==> config.mk <==
export PLATFORM = sky130hd
export DESIGN_NAME = icache_line_fill_flat
export DESIGN_NICKNAME = d
export VERILOG_FILES = /design/src/rtl/icache_pkg.sv /design/src/rtl/icache_line_fill_if.sv /design/src/rtl/mem_valid_sync.sv /design/src/rtl/icache_line_fill.sv /design/src/flat_wrapper.sv
export SDC_FILE = /design/constraint.sdc
export NUM_CORES = 1
export LEC_CHECK = 0
export ABC_AREA = 1
export CORE_ASPECT_RATIO = 0.9
export CORE_MARGIN = 4
export CORE_UTILIZATION = 45
export DETAILED_ROUTE_END_ITERATION = 12
export GPL_ROUTABILITY_DRIVEN = 0
export GPL_TIMING_DRIVEN = 1
export PLACE_DENSITY_LB_ADDON = 0.05
export SYNTH_ARGS = -nofsm -noshare
export SYNTH_HDL_FRONTEND = slang
export SYNTH_SLANG_ARGS = --single-unit
export TNS_END_PERCENT = 1
==> constraint.sdc <==
create_clock -name CLK -period 1.79 [get_ports CLK]
set_clock_uncertainty 0.1 [all_clocks]
set_input_delay 0.537 -clock CLK [delete_from_list [all_inputs] [get_ports CLK]]
set_output_delay 0.537 -clock CLK [all_outputs]
set_load 0.01 [all_outputs]
==> src/rtl/icache_pkg.sv <==
// rtl/icache_pkg.sv - shared types and constants for the I-cache line fill unit
package icache_pkg;

  localparam int LINE_WORDS = 8;
  localparam int IDXW = $clog2(LINE_WORDS);
  localparam logic [31:0] DEADBEEF = 32'hDEADBEEF;

  typedef enum logic [2:0] {
    IDLE,
    ADDR,
    ARM,
    WAIT_HI,
    WRITE,
    DONE
  } fill_state_e;

endpackage

==> src/rtl/icache_line_fill_if.sv <==
// rtl/icache_line_fill_if.sv - miss request, fill write and memory read port bundle
interface icache_line_fill_if #(
  parameter int ADDR_WIDTH = 14,
  parameter int DATA_WIDTH = 32,
  parameter int IDXW       = 3
);

  logic                  MISS_REQ;
  logic [ADDR_WIDTH-1:0] MISS_ADDR;
  logic                  BUSY;
  logic                  FILL_WE;
  logic [IDXW-1:0]       FILL_IDX;
  logic [DATA_WIDTH-1:0] FILL_DATA;
  logic                  FILL_DONE;
  logic                  MEM_RDEN1;
  logic [ADDR_WIDTH-1:0] MEM_ADDR1;
  logic [DATA_WIDTH-1:0] MEM_DOUT1;
  logic                  memValid1;

  modport master (
    input  MISS_REQ, MISS_ADDR, MEM_DOUT1, memValid1,
    output BUSY, FILL_WE, FILL_IDX, FILL_DATA, FILL_DONE, MEM_RDEN1, MEM_ADDR1
  );

  modport slave (
    output MISS_REQ, MISS_ADDR, MEM_DOUT1, memValid1,
    input  BUSY, FILL_WE, FILL_IDX, FILL_DATA, FILL_DONE, MEM_RDEN1, MEM_ADDR1
  );

endinterface

==> src/rtl/mem_valid_sync.sv <==
// rtl/mem_valid_sync.sv - tracks memValid1 history, exports its level and a rising-edge pulse
module mem_valid_sync (
  input  logic clk,
  input  logic rst_n,
  input  logic valid_i,
  output logic level_o,
  output logic rise_o
);

  logic valid_q;
  logic valid_d;

  always_comb valid_d = valid_i;

  always_ff @(posedge clk or negedge rst_n) begin
    if (!rst_n) valid_q <= 1'b0;
    else        valid_q <= valid_d;
  end

  assign level_o = valid_i;
  assign rise_o  = valid_i & ~valid_q;

endmodule

==> src/rtl/icache_line_fill.sv <==
// rtl/icache_line_fill.sv - fetches a full I-cache line word by word, paced on memValid1
// ICACHE_CRIT_WORD_FIRST_EN: start the fill at the missing word and wrap through the line.
module icache_line_fill
  import icache_pkg::*;
#(
  parameter int ADDR_WIDTH     = 14,
  parameter int DATA_WIDTH     = 32,
  parameter int WORDS_PER_LINE = LINE_WORDS
) (
  input logic                 CLK,
  input logic                 RST_N,
  icache_line_fill_if.master  bus
);

  localparam int IDXW_L = $clog2(WORDS_PER_LINE);
  localparam logic [ADDR_WIDTH-1:0] LINE_MASK = ADDR_WIDTH'(WORDS_PER_LINE - 1);
  localparam logic [IDXW_L-1:0]     LAST_CNT  = IDXW_L'(WORDS_PER_LINE - 1);
`ifdef ICACHE_CRIT_WORD_FIRST_EN
  localparam bit CWF = 1'b1;
`else
  localparam bit CWF = 1'b0;
`endif

  fill_state_e           state_q, state_d;
  logic [ADDR_WIDTH-1:0] base_q, base_d;
  logic [ADDR_WIDTH-1:0] mem_addr_q, mem_addr_d;
  logic [IDXW_L-1:0]     idx_q, idx_d;
  logic [IDXW_L-1:0]     cnt_q, cnt_d;
  logic [DATA_WIDTH-1:0] data_q, data_d;
  logic                  mem_rden_q, mem_rden_d;
  logic                  valid_lvl, valid_rise;

  mem_valid_sync u_valid_sync (
    .clk     (CLK),
    .rst_n   (RST_N),
    .valid_i (bus.memValid1),
    .level_o (valid_lvl),
    .rise_o  (valid_rise)
  );

  always_ff @(posedge CLK or negedge RST_N) begin
    if (!RST_N) begin
      state_q    <= IDLE;
      base_q     <= '0;
      mem_addr_q <= '0;
      idx_q      <= '0;
      cnt_q      <= '0;
      data_q     <= '0;
      mem_rden_q <= 1'b0;
    end else begin
      state_q    <= state_d;
      base_q     <= base_d;
      mem_addr_q <= mem_addr_d;
      idx_q      <= idx_d;
      cnt_q      <= cnt_d;
      data_q     <= data_d;
      mem_rden_q <= mem_rden_d;
    end
  end

  always_comb begin
    state_d    = state_q;
    base_d     = base_q;
    mem_addr_d = mem_addr_q;
    idx_d      = idx_q;
    cnt_d      = cnt_q;
    data_d     = data_q;
    mem_rden_d = mem_rden_q;
    case (state_q)
      IDLE: begin
        if (bus.MISS_REQ) begin
          base_d  = bus.MISS_ADDR & ~LINE_MASK;
          idx_d   = CWF ? bus.MISS_ADDR[IDXW_L-1:0] : '0;
          cnt_d   = '0;
          state_d = ADDR;
        end
      end
      ADDR: begin
        mem_rden_d = 1'b1;
        mem_addr_d = base_q | {{(ADDR_WIDTH-IDXW_L){1'b0}}, idx_q};
        state_d    = ARM;
      end
      // A low phase seen with the address on the bus guarantees the next high phase carries its data.
      ARM: begin
        if (!valid_lvl) state_d = WAIT_HI;
      end
      WAIT_HI: begin
        if (valid_rise) begin
          data_d  = bus.MEM_DOUT1;
          state_d = WRITE;
        end
      end
      WRITE: begin
        mem_rden_d = 1'b0;
        if (cnt_q == LAST_CNT) begin
          state_d = DONE;
        end else begin
          cnt_d   = cnt_q + 1'b1;
          idx_d   = idx_q + 1'b1;
          state_d = ADDR;
        end
      end
      DONE:    state_d = IDLE;
      default: state_d = IDLE;
    endcase
  end

  always_comb begin
    bus.BUSY      = (state_q != IDLE);
    bus.FILL_WE   = (state_q == WRITE);
    bus.FILL_IDX  = (state_q == WRITE) ? idx_q : '0;
    bus.FILL_DATA = (state_q == WRITE) ? data_q : '0;
    bus.FILL_DONE = (state_q == DONE);
    bus.MEM_RDEN1 = mem_rden_q;
    bus.MEM_ADDR1 = mem_addr_q;
  end

endmodule

==> src/flat_wrapper.sv <==
// flat-port wrapper written by rule: the top's interface ports become plain ports
module icache_line_fill_flat import icache_pkg::*;
#(
  parameter int ADDR_WIDTH     = 14,
  parameter int DATA_WIDTH     = 32,
  parameter int WORDS_PER_LINE = LINE_WORDS
)
  (CLK, RST_N, bus_MISS_REQ, bus_MISS_ADDR, bus_MEM_DOUT1, bus_memValid1, bus_BUSY, bus_FILL_WE, bus_FILL_IDX, bus_FILL_DATA, bus_FILL_DONE, bus_MEM_RDEN1, bus_MEM_ADDR1);
  icache_line_fill_if #(.ADDR_WIDTH(ADDR_WIDTH), .DATA_WIDTH(DATA_WIDTH), .IDXW((3))) bus_i ();
  input logic CLK;
  input logic RST_N;
  input wire logic [$bits(bus_i.MISS_REQ)-1:0] bus_MISS_REQ;
  input wire logic [$bits(bus_i.MISS_ADDR)-1:0] bus_MISS_ADDR;
  input wire logic [$bits(bus_i.MEM_DOUT1)-1:0] bus_MEM_DOUT1;
  input wire logic [$bits(bus_i.memValid1)-1:0] bus_memValid1;
  output wire logic [$bits(bus_i.BUSY)-1:0] bus_BUSY;
  output wire logic [$bits(bus_i.FILL_WE)-1:0] bus_FILL_WE;
  output wire logic [$bits(bus_i.FILL_IDX)-1:0] bus_FILL_IDX;
  output wire logic [$bits(bus_i.FILL_DATA)-1:0] bus_FILL_DATA;
  output wire logic [$bits(bus_i.FILL_DONE)-1:0] bus_FILL_DONE;
  output wire logic [$bits(bus_i.MEM_RDEN1)-1:0] bus_MEM_RDEN1;
  output wire logic [$bits(bus_i.MEM_ADDR1)-1:0] bus_MEM_ADDR1;
  assign bus_i.MISS_REQ = bus_MISS_REQ;
  assign bus_i.MISS_ADDR = bus_MISS_ADDR;
  assign bus_i.MEM_DOUT1 = bus_MEM_DOUT1;
  assign bus_i.memValid1 = bus_memValid1;
  assign bus_BUSY = bus_i.BUSY;
  assign bus_FILL_WE = bus_i.FILL_WE;
  assign bus_FILL_IDX = bus_i.FILL_IDX;
  assign bus_FILL_DATA = bus_i.FILL_DATA;
  assign bus_FILL_DONE = bus_i.FILL_DONE;
  assign bus_MEM_RDEN1 = bus_i.MEM_RDEN1;
  assign bus_MEM_ADDR1 = bus_i.MEM_ADDR1;
  icache_line_fill #(.ADDR_WIDTH(ADDR_WIDTH), .DATA_WIDTH(DATA_WIDTH), .WORDS_PER_LINE(WORDS_PER_LINE)) u_core (.CLK(CLK), .RST_N(RST_N), .bus(bus_i));
endmodule
=== Yosys cells after proc, flatten, opt, wreduce, memory -nomap -nowiden ===
Index checks and enable logic that the tools add are counted.

* Latch bits: 0
* Flip-flop bits (word level): 68
* Logic and storage cells: 44
* Output and inout port bits: 53
* Memories: 0
* Bits of input ports: 50
* Memory bits (writable): 0
* Bits in read-only memories: 0

* Order comparisons: 0
* Bitwise logic cells: 3
* $mul: 0
* Multiplexer cells: 13
* Reduce and logical (&&, ||, !) cells: 8
* Shift-type cells: 0
* Add/subtract/negate cells: 2
* Div/mod/pow operators: 0
* Eq/ne operators: 10

{| class="wikitable"
|+ Operators with widths
! kind !! count
|-
| 2-to-1 mux 32 bit || 1
|-
| 2-to-1 mux 3 bit || 8
|-
| case mux 3 bit (5 select lines) || 1
|-
| OR 14 x 3 -> 14 bit || 1
|-
| case mux 3 bit (2 select lines) || 2
|-
| == test 3 bit, second input constant || 3
|-
| != test 2 bit, second input constant || 4
|-
| adder 3 x 1 -> 3 bit, second input constant || 2
|-
| == test 3 x 2 -> 1 bit, second input constant || 2
|-
| AND reduction 3 bit || 2
|-
| AND reduction 2 bit || 2
|-
| nonzero test 2 bit || 2
|-
| == test 3 x 1 -> 1 bit, second input constant || 1
|-
| zero test 3 bit || 1
|-
| nonzero test 3 bit || 1
|-
| case mux 1 bit (2 select lines) || 1
|-
| bitwise AND 1 bit || 1
|-
| inverter 1 bit || 1
|}

=== Logic depth before layout (Yosys ltp) ===
* Depth in word-level cells: 4
* Depth in mapped cells: 7
* Mapped depth without buffers: 7

=== By module ===
From an unflattened synthesis, not the netlist that was laid out.

* Cell total of the unflattened synthesis: 351
* Area total of the unflattened synthesis: 3213.1 sq um

{| class="wikitable"
|+ By module, submodules not included
! module !! cells each !! seq. area each (sq um) !! instances !! area each (sq um)
|-
| icache_line_fill || 347 || 1676.6 || 1 || 3170.5
|-
| mem_valid_sync || 4 || 25.0 || 1 || 42.5
|}

=== Least setup slack after synthesis ===
OpenSTA, ideal clock, no wires.

* Kind: reg2out
* Start: register u_core.state_q[0]
* End: output bus_FILL_DATA[10]
* Setup slack: -26 ps
* Buffers on the path: 2
* Required time: 1153 ps
* Cell stages (with the launch flop): 6
* Data arrival time: 1179 ps
* Path through: dfrtp_1 > nor2_4 > nand2_1 > buf_2 > buf_4 > nor2_1

* Cells in the longest elaborated chain, start to end: 2

{| class="wikitable"
|+ RTL lines
! what !! RTL line !! RTL
|-
| start: declaration || icache_line_fill.sv:24 || <nowiki>fill_state_e state_q, state_d;</nowiki>
|-
| start signal: assignment || icache_line_fill.sv:51 || <nowiki>state_q <= state_d;</nowiki>
|-
| == test 3 bit || icache_line_fill.sv:112 || <nowiki>bus.FILL_DATA = (state_q == WRITE) ? data_q : '0;</nowiki>
|-
| 2-to-1 mux 32 bit || icache_line_fill.sv:112 ||
|-
| end: declaration || flat_wrapper.sv:19 || <nowiki>output wire logic [$bits(bus_i.FILL_DATA)-1:0] bus_FILL_DATA;</nowiki>
|}

No other way between the ends.

=== Final worst setup path ===
* Start: register u_core.state_q[1]
* End: output bus_FILL_DATA[29]

The elaborated chain is that of the path after synthesis.

==> flow_metrics.env <==
export IMPL_grt_overflow_total=0
export IMPL_cts_max_path_buffers=2
export IMPL_slew_headroom_pct=75.4
export IMPL_floorplan_core_area_sq_um=6730
export IMPL_cp_top_family="flip-flops"
export IMPL_critPathMaxStageDelay_ns=0.42
export IMPL_cts_tree="built"
export IMPL_vertical_die_dimension_um=88.0
export IMPL_critical_path_cell_chain="nor2_4 > nand2_4 > buf_12 > nor2_1 > buf_2"
export IMPL_finalNetCount=567
export IMPL_syn_instance_count=402
export IMPL_power_combinational_fraction_pct=36.6
export IMPL_hold_violations=0
export IMPL_timing_critical_path_to_type="output pin"
export IMPL_synth_area_leaders="sky130_fd_sc_hd__dfrtp_1, sky130_fd_sc_hd__nand2_1, sky130_fd_sc_hd__inv_1"
export IMPL_die_area_sq_um=8520
export IMPL_wire_per_inst_um=11.2
export IMPL_grt_max_degree=69
export IMPL_unique_masters_post_synth=22
export IMPL_most_numerous_cell_types_in_the_synthesized_netlist="sky130_fd_sc_hd__nand2_1, sky130_fd_sc_hd__inv_1, sky130_fd_sc_hd__dfrtp_1"
export IMPL_grt_antenna_before_repair=0
export IMPL_sequential_fraction_of_the_synthesis_area_pct=53.2
export IMPL_synth_yosys_warnings=0
export IMPL_setup_failing_eps_final=38
export IMPL_power_density_cell_area_nw_per_um2=1340
export IMPL_clock_tree_htree_level_count=3
export IMPL_postSynthRegisterBits=68
export IMPL_postSynthAreaPerCell_sq_um=7.95
export IMPL_drt_initial_drc_count=136
export IMPL_synth_cell_area_sq_um=3200
export IMPL_fin_ws_ns=-0.207
export IMPL_post_route_util_pct=65.5
export IMPL_number_of_global_route_vias_before_repair=2567
export IMPL_row_count=28
export IMPL_totalWireLength_um=6850
export IMPL_area_growth_synth_to_final_pct=37.8
export IMPL_start_util_pct=47.5
export IMPL_clockPowerShare_pct=21.3
export IMPL_finalMaxSlewViolations=0
export IMPL_min_delay_path_class="input port to async pin"
export IMPL_numPortBuffers=99
export IMPL_critical_path_n_buffers_inverters=2
export IMPL_synth_edff_count=0
export IMPL_detailedRoute_firstPassIterationCount=6
export IMPL_timing_critical_path_fanout_max=18
export IMPL_p_leak_uw=0.00247
export IMPL_grt_util_all_layers_pct=17.3
export IMPL_netlist_area_leader_share_pct=53.2
export IMPL_timing_fmax_mhz=501
export IMPL_grt_setup_unrepaired="yes"
export IMPL_insertedDiodeCount=0
export IMPL_dp_hpwl_um=4740
export IMPL_vias_per_cell=4.46
export IMPL_clkTransAtPathRegs_ns=0.08
export IMPL_worst_slew_pin_slew_ns=0.368
export IMPL_pwr_share_seq_pct=42.0
export IMPL_sw_frac_of_total_pct=36.5
export IMPL_worstSkewPairLatency_ns=0.34
export IMPL_fraction_of_final_layout_cells_sized_beyond_drive_strength_1_pct=18.3
export IMPL_placed_cells_incl_taps=591
export IMPL_critPathLaunchType="register"
export IMPL_yosys_most_used_dff="sky130_fd_sc_hd__dfrtp_1"
export IMPL_drv_max_cap_violation_count=0
export IMPL_detailroute_via_count=2717
export IMPL_cp_arrival_ns=1.36
export IMPL_detail_route_antenna_nets=0
export IMPL_status="finished, violations left"
export IMPL_cts_num_sinks=68
export IMPL_post_route_drc_count=0
export IMPL_intPower_uw=3750
export IMPL_violations="setup timing"
export IMPL_layout_worst_path_cycle_share_pct=112
export IMPL_final_instance_count_excl_fill=609
export IMPL_cts_inserted_buffers=9
export IMPL_cts_root_buffer="sky130_fd_sc_hd__clkbuf_8"
export IMPL_cpMaxStageDelayCell="sky130_fd_sc_hd__dfrtp_1"
export IMPL_synth_most_common_cell="sky130_fd_sc_hd__nand2_1"
export IMPL_crit_required_ns=1.15
export IMPL_grt_pass1_wl_um=11900
export IMPL_post_route_min_period_ns=2.00
export IMPL_mappedNetlistNets=455
export IMPL_boundaryPins=103
export IMPL_vdd_drop_max_v=0.000582
export IMPL_die_extent_in_x_um=96.8
export IMPL_synth_async_reset_ratio_pct=100
export IMPL_net_switching_power_uw=2150
export IMPL_crit_type="register to output pin"
export IMPL_post_synth_top_area_cell="sky130_fd_sc_hd__dfrtp_1"
==> area by class of cell <==
cell class              instances  area [sq um]
well taps                      90           113
clock buffers                   9           124
repair buffers                121          1020
clock inverters                 7          73.8
multi-input cells             242          1100
flip-flops and latches         68          1700
inverters                      72           270
fillers                       600          2320
==> kinds of logic after synthesis <==
family,after synthesis,synth area share (%)
compound gates,28,4.38
flops,68,53.2
fa+ha+maj,3,1.17
simple gates,211,27.9
buf+inv,92,13.3
==> layout by cell type (no fill, tap or decap) <==
| cell | n |
|---|---|
| sky130_fd_sc_hd__o21ai_1 | 14 |
| sky130_fd_sc_hd__dfrtp_1 | 68 |
| sky130_fd_sc_hd__nor2_4 | 1 |
| sky130_fd_sc_hd__ha_1 | 3 |
| sky130_fd_sc_hd__nand3_1 | 47 |
| sky130_fd_sc_hd__inv_6 | 2 |
| sky130_fd_sc_hd__nor2_1 | 36 |
| sky130_fd_sc_hd__o21ai_0 | 12 |
| sky130_fd_sc_hd__buf_4 | 16 |
| sky130_fd_sc_hd__clkinv_2 | 2 |
| sky130_fd_sc_hd__a21oi_1 | 2 |
| sky130_fd_sc_hd__nor3_2 | 1 |
| sky130_fd_sc_hd__nand2_2 | 2 |
| sky130_fd_sc_hd__nand2_4 | 2 |
| sky130_fd_sc_hd__clkinvlp_4 | 1 |
| sky130_fd_sc_hd__dlygate4sd2_1 | 15 |
| sky130_fd_sc_hd__clkdlybuf4s50_1 | 45 |
| sky130_fd_sc_hd__nand2_1 | 111 |
| sky130_fd_sc_hd__inv_1 | 70 |
| sky130_fd_sc_hd__or2_1 | 1 |
| sky130_fd_sc_hd__clkbuf_8 | 9 |
| sky130_fd_sc_hd__clkinv_4 | 1 |
| sky130_fd_sc_hd__buf_2 | 37 |
| sky130_fd_sc_hd__bufinv_16 | 1 |
| sky130_fd_sc_hd__inv_2 | 2 |
| sky130_fd_sc_hd__buf_12 | 5 |
| sky130_fd_sc_hd__nor2_2 | 9 |
| sky130_fd_sc_hd__nor2_8 | 1 |
| sky130_fd_sc_hd__buf_6 | 3 |
==> worst register-to-register path, stage by stage, from the launching register on <==
cell,delay (ns)
sky130_fd_sc_hd__dfrtp_1,0.40
sky130_fd_sc_hd__ha_1,0.20
sky130_fd_sc_hd__ha_1,0.19
sky130_fd_sc_hd__inv_1,0.05
sky130_fd_sc_hd__nand3_1,0.25
sky130_fd_sc_hd__or2_1,0.31
sky130_fd_sc_hd__nand2_1,0.06
==> what timing repair did <==
action / CTS / global route
pin swaps: 1 / 1
hold buffers: 0 / 0
setup endpoints to repair: 53 / 38
resized for setup: 186 / 4
setup buffers: 1 / 1
==> layer usage <==
metal | GRT usage, % | share of wire (%) | up-vias | wire length, um
li1 | - | - | 1435 | -
met1 | 22.0 | 47 | 1205 | 3190
met2 | 27.6 | 46 | 71 | 3130
met3 | 7.09 | 7.3 | 6 | 501
met4 | 4.59 | 0.42 | 0 | 29
met5 | 0 | 0 | - | 0
==> power groups by stage <==
| stage | registers [uW] | clock network [uW] | logic (uW) |
|---|---|---|---|
| 2_1_floorplan | 2520 | 0 | 1380 |
| 3_3_place_gp | 2490 | 0 | 2180 |
| 3_5_place_dp | 2500 | 0 | 2230 |
| 4_1_cts | 2480 | 1310 | 2170 |
| 5_1_grt | 2570 | 1390 | 2490 |
| 6_report | 2480 | 1260 | 2160 |
==> through the flow <==
stage / power [uW] / setup WS [ns] / area [sq um] / hold WS (ns) / setup TNS [ns]
2_1_floorplan: 3900 / -0.0263 / 3200 / 0.141 / -0.263
3_3_place_gp: 4670 / -0.290 / 4330 / 0.354 / -16.45
3_5_place_dp: 4730 / -0.317 / 4330 / 0.358 / -17.32
4_1_cts: 5970 / -0.260 / 4390 / 0.111 / -9.08
5_1_grt: 6440 / -0.302 / 4410 / 0.118 / -10.58
6_report: 5900 / -0.207 / 4410 / 0.0836 / -6.77
==> sequential cells by signal (all words and copies together), names as in the netlist <==
signal	flops
u_core.idx_q	3
u_core.data_q	32
u_core.bus.MEM_ADDR1	14
u_core.base_q	11
u_core.u_valid_sync.valid_q	1
u_core.state_q	3
u_core.cnt_q	3
u_core.bus.MEM_RDEN1	1
==> worst paths after layout <==
kind / start / endpoint / slack, ns / cells past startpoint
max reg2reg: u_core.cnt_q[0]$_DFFE_PN0P_ / u_core.cnt_q[0]$_DFFE_PN0P_ / 0.17 / 6
max in group asynchronous: RST_N / u_core.state_q[0]$_DFFE_PN0P_ / 1.18 / 2
min: RST_N / u_core.base_q[4]$_DFFE_PN0P_ / 0.08 / 2
max: u_core.state_q[1]$_DFFE_PN0P_ / bus_FILL_DATA[29] / -0.21 / 5
min reg2reg: u_core.data_q[18]$_DFFE_PN0P_ / u_core.data_q[18]$_DFFE_PN0P_ / 0.37 / 2
min in group CLK: u_core.data_q[18]$_DFFE_PN0P_ / u_core.data_q[18]$_DFFE_PN0P_ / 0.37 / 2
Note: power is estimated with default switching activity, not from simulation.
